--- src/rtl/seq_dual_converter_cgrundey.sv ---
// Sequential 10-bit binary <-> 3-digit packed BCD converter.
// mode=0: binary-to-BCD (shift-and-add-3), mode=1: BCD-to-binary
// (shift-and-subtract-3). Each conversion takes 10 SHIFT cycles.
// Optional operand range checking is enabled by defining CONV_ERR_CHECK_EN.
module seq_dual_converter_cgrundey (
  input  logic        clk,
  input  logic        rst,
  input  logic        start,
  input  logic        mode,
  input  logic [11:0] din,
  output logic [11:0] dout,
  output logic        busy,
  output logic        done,
  output logic        err
);

  typedef enum logic [1:0] {IDLE, SHIFT, DONE} state_t;

  state_t      state, state_nx;
  logic [3:0]  cnt;
  logic        mode_r;
  logic [21:0] scratch, scratch_nx;
  logic        operand_ok;
`ifdef CONV_ERR_CHECK_EN
  logic        err_r;
`endif

  // Operand validity of the live inputs, evaluated when start is sampled
  always_comb begin
    operand_ok = 1'b1;
`ifdef CONV_ERR_CHECK_EN
    if (mode)
      operand_ok = (din[11:8] <= 4'd9) && (din[7:4] <= 4'd9) && (din[3:0] <= 4'd9);
    else
      operand_ok = (din[9:0] <= 10'd999);
`endif
  end

  // One algorithm iteration on the scratch register ({bcd[11:0], bin[9:0]})
  always_comb begin
    scratch_nx = scratch;
    if (!mode_r) begin
      for (int unsigned d = 0; d < 3; d++) begin
        if (scratch_nx[10 + 4*d +: 4] >= 4'd5)
          scratch_nx[10 + 4*d +: 4] = scratch_nx[10 + 4*d +: 4] + 4'd3;
      end
      scratch_nx = {scratch_nx[20:0], 1'b0};
    end else begin
      scratch_nx = {1'b0, scratch[21:1]};
      for (int unsigned d = 0; d < 3; d++) begin
        if (scratch_nx[10 + 4*d +: 4] >= 4'd8)
          scratch_nx[10 + 4*d +: 4] = scratch_nx[10 + 4*d +: 4] - 4'd3;
      end
    end
  end

  // Next-state logic
  always_comb begin
    state_nx = state;
    case (state)
      IDLE, DONE: begin
        if (start)
          state_nx = operand_ok ? SHIFT : DONE;
        else if (state == DONE)
          state_nx = IDLE;
      end
      SHIFT:   if (cnt == 4'd9) state_nx = DONE;
      default: state_nx = IDLE;
    endcase
  end

  // State, operand capture, iteration and result registers
  always_ff @(posedge clk) begin
    if (rst) begin
      state   <= IDLE;
      cnt     <= '0;
      mode_r  <= 1'b0;
      scratch <= '0;
      dout    <= '0;
`ifdef CONV_ERR_CHECK_EN
      err_r   <= 1'b0;
`endif
    end else begin
      state <= state_nx;
      case (state)
        IDLE, DONE: begin
          if (start) begin
            mode_r <= mode;
            cnt    <= '0;
            if (operand_ok) begin
              scratch <= mode ? {din, 10'b0} : {12'b0, din[9:0]};
`ifdef CONV_ERR_CHECK_EN
              err_r   <= 1'b0;
`endif
            end else begin
              dout  <= '0;
`ifdef CONV_ERR_CHECK_EN
              err_r <= 1'b1;
`endif
            end
          end
        end
        SHIFT: begin
          scratch <= scratch_nx;
          // Counter saturates at 9; the last iteration's result goes straight to dout
          if (cnt == 4'd9)
            dout <= mode_r ? {2'b00, scratch_nx[9:0]} : scratch_nx[21:10];
          else
            cnt <= cnt + 4'd1;
        end
        default: ;
      endcase
    end
  end

  // Status outputs decoded from the registered state
  always_comb begin
    busy = (state == SHIFT);
    done = (state == DONE);
`ifdef CONV_ERR_CHECK_EN
    err  = done & err_r;
`else
    err  = 1'b0;
`endif
  end

endmodule

--- config.mk ---
export PLATFORM = sky130hd
export DESIGN_NAME = seq_dual_converter_cgrundey
export DESIGN_NICKNAME = d
export VERILOG_FILES = /design/src/rtl/seq_dual_converter_cgrundey.sv
export SDC_FILE = /design/constraint.sdc
export NUM_CORES = 1
export LEC_CHECK = 0
export CAP_MARGIN = 40
export CORE_MARGIN = 5
export CORE_UTILIZATION = 50
export CTS_CLUSTER_DIAMETER = 100
export DETAILED_ROUTE_END_ITERATION = 10
export PLACE_DENSITY = 0.74
export SYNTH_ARGS = -nofsm -noshare
export SYNTH_HDL_FRONTEND = slang
export SYNTH_SLANG_ARGS = --single-unit
--- constraint.sdc ---
create_clock -name clk -period 2.4 [get_ports clk]
set_input_delay 0.24 -clock clk [delete_from_list [all_inputs] [get_ports clk]]
set_output_delay 0.24 -clock clk [all_outputs]
set_load 0.02 [all_outputs]
==> flow_summary.yaml <==
drt:
  routed_wl_um: 6030
  wire_per_inst_um: 15.5
  route.vias.total: 2230
  drc_errors: 0
  drtAntennaViolNets: 0
  first_pass_iters: 4
  vias_per_cell: 5.75
  drtIter0Drc: 165
synth:
  synth_edf_count: 0
  yosysUniqueCellTypes: 49
  ys_ff_latch: 41
  yosysMostFrequentCell: "dfxtp_1"
  synth_area_leader_cell: "dfxtp_1"
  synthCells: 299
  async_reset_ff_frac: 0
  synth_common_cells: "dfxtp_1 (41), nand2_1 (29), nor2_1 (27)"
  yosys_warnings: 0
  syn_nets: 329
  synth.top_cell.area_share: 0.324
  synthesis.area_um2: 2530
  ys.flop_type: "dfxtp_1"
  synthTopCellsByArea: "dfxtp_1 (32%), ha_1 (6.9%), mux2i_1 (5.1%), a21oi_1 (4.7%), nand2_1 (4.3%)"
  ys_seq_area_frac: 0.324
  avgSynthCellArea_um2: 8.47
floorplanning:
  ios: 31
  initial_core_util: 0.525
  core_area_um2: 4820
  fp.dieH_um: 81.2
  die_area_um2: 6590
  die_w_um: 81.2
  rows: 25
pwr:
  leakage_nw: 1.08
  pwr-share-comb: 0.204
  swShare: 0.300
  p_per_area_nw_per_um2: 532
  p_total_mw: 1.55
  p_int_mw: 1.09
  p_switching_mw: 0.467
  p_seq_frac: 0.486
  ir_drop_uv: 280
  clock_power_share: 0.310
global_route:
  antenna_found_initial: 0
  met3_usage: 0.0432
  grt_remaining_overflow: 0
  grt_max_degree: 39
  grt_pass1_wl_um: 9940
  busiest_layer: "met2"
  use_met2: 0.319
  grt_usage: 0.195
  gr-usage-met1: 0.248
  first_global_vias: 2087
worst_setup_path:
  cp.required_ns: 2.16
  worstPathMaxFanout: 15
  crit_family: "buffers and inverters"
  critPathLaunchType: "flop"
  cpMaxStageDelayCell: "clkdlybuf4s50_1"
  arrival_ns: 1.80
  critPathCaptureType: "output pin"
  critical_path.max_stage_delay_ns: 0.66
  cp_num_buf_inv: 2
  rrSetupSlack_ns: 0.61
  crit_chain: "nand2b_2 > inv_2 > clkdlybuf4s50_1"
  crit_type: "flop to output pin"
clocking:
  insertion_delay_ns: 0.29
  clock_path_buffers: 2
  clk_pin_slew_ns: 0.08
  cts.sinks: 41
  cts_buffers: 5
  cts_resized: 0
  cts_max_level: 2
  cts_setup_buffers: 0
  holdBufCountCts: 0
  cts_tree: "done"
  cts-root-buf: "clkbuf_8"
timing:
  min_period_ns: 2.04
  hold_ws_ns: 0.372
  setup_viol: 0
  finalHoldViolCount: 0
  clock_skew_ns: 0.00930
  max_freq_mhz: 491
  tightest_slew_ns: 0.699
  period_share: 0.849
  relSlewSlack: 0.534
  maxSlewViolCount: 0
  fin_tns_setup_ns: 0
  rsz0062_at_grt: "no"
cells_and_area:
  area_growth_pct: 15.4
  utilization: 0.606
  drive_above_1_share: 0.0935
  stdcell_area_um2: 2920
  nNetsFinal: 350
  num_antenna_cells: 0
placed_design:
  io_buffer_count: 29
  dp_hpwl_um: 4360
  placed_cell_area_um2: 2830
  gp_congestion: 0.832
flow_run:
  drv_cap: 0
status:
  status: "complete, no violations"
worst_hold_path:
  hp-class: "input pin to flop"
-- power groups by stage --
stage / registers [mW] / logic (mW) / clock network [mW]
after global placement: 0.768 / 0.310 / 0
final: 0.755 / 0.318 / 0.482
after detailed placement: 0.769 / 0.316 / 0
after global routing: 0.760 / 0.351 / 0.521
after CTS: 0.753 / 0.318 / 0.489
after floorplan: 0.750 / 0.247 / 0
-- final timing paths --
| check | start | end | cells after the start |
|---|---|---|---|
| setup reg to reg | cnt[1] | dout[1] | 6 |
| hold / removal | rst | scratch[3] | 2 |
| setup / recovery | state[0] | busy | 3 |
| hold reg to reg | dout[11] | dout[11] | 2 |
-- cell families after synthesis --
group / after synthesis / share of synthesized area
adder cells (fa/ha/maj): 14 / 0.0692
other: 1 / 0.00148
AND/OR/NAND/NOR: 105 / 0.211
buffers and inverters: 34 / 0.0712
multiplexers: 21 / 0.0870
flip-flops: 41 / 0.324
XOR/XNOR: 9 / 0.0311
AO/OA/AOI/OAI: 74 / 0.205
-- area by class of cell --
cell class | instances | area [um^2]
Sequential cell | 41 | 821
Inverter | 10 | 37.5
Fill cell | 440 | 1900
Clock buffer | 6 | 82.6
Clock inverter | 2 | 13.8
Multi-Input combinational cell | 224 | 1530
Tap cell | 67 | 83.8
Timing Repair Buffer | 38 | 353
-- per-stage QoR --
step	std cells	setup slack, ns
after detailed placement	380	0.401
after floorplan	299	0.740
after global routing	388	0.276
final	388	0.362
after CTS	388	0.362
after global placement	380	0.440
-- cell usage in the layout, fill, tap and decap left out, types with 2 or more instances in the layout --
master	count
dfxtp_1	41
nand2_1	29
clkdlybuf4s50_1	28
nor2_1	27
a21oi_1	24
ha_1	14
mux2i_1	13
nor2b_1	11
nand2b_1	10
a221oi_1	10
inv_1	9
buf_4	9
o21ai_0	8
xnor2_1	7
nand3b_1	6
a311oi_1	6
clkbuf_8	6
nor3_1	5
mux2_2	4
o21ai_1	4
mux2_1	4
o32a_1	4
a32oi_1	3
a211oi_1	3
a21o_1	3
o31a_1	2
o41ai_2	2
and2_1	2
or3b_1	2
xor2_1	2
nand3_1	2
a211o_1	2
o22ai_1	2
and3_1	2
-- layer usage --
layer,vias up,routed length [um]
met5,-,0
met4,0,136
met3,14,430
met2,62,2860
met1,1060,2610
li1,1094,-
-- worst register-to-register path, stage by stage (launching register included) --
cell,delay (ns)
dfxtp_1,0.38
inv_1,0.06
ha_1,0.17
nand3b_1,0.13
or2_1,0.58
mux2i_1,0.26
o21ai_0,0.10
-- sequential cells by signal, summed over array words and instances, names as in the netlist --
signal	cells
state	2
cnt	4
dout	12
mode_r	1
scratch	22
Note: power is estimated with default switching activity, not from simulation.
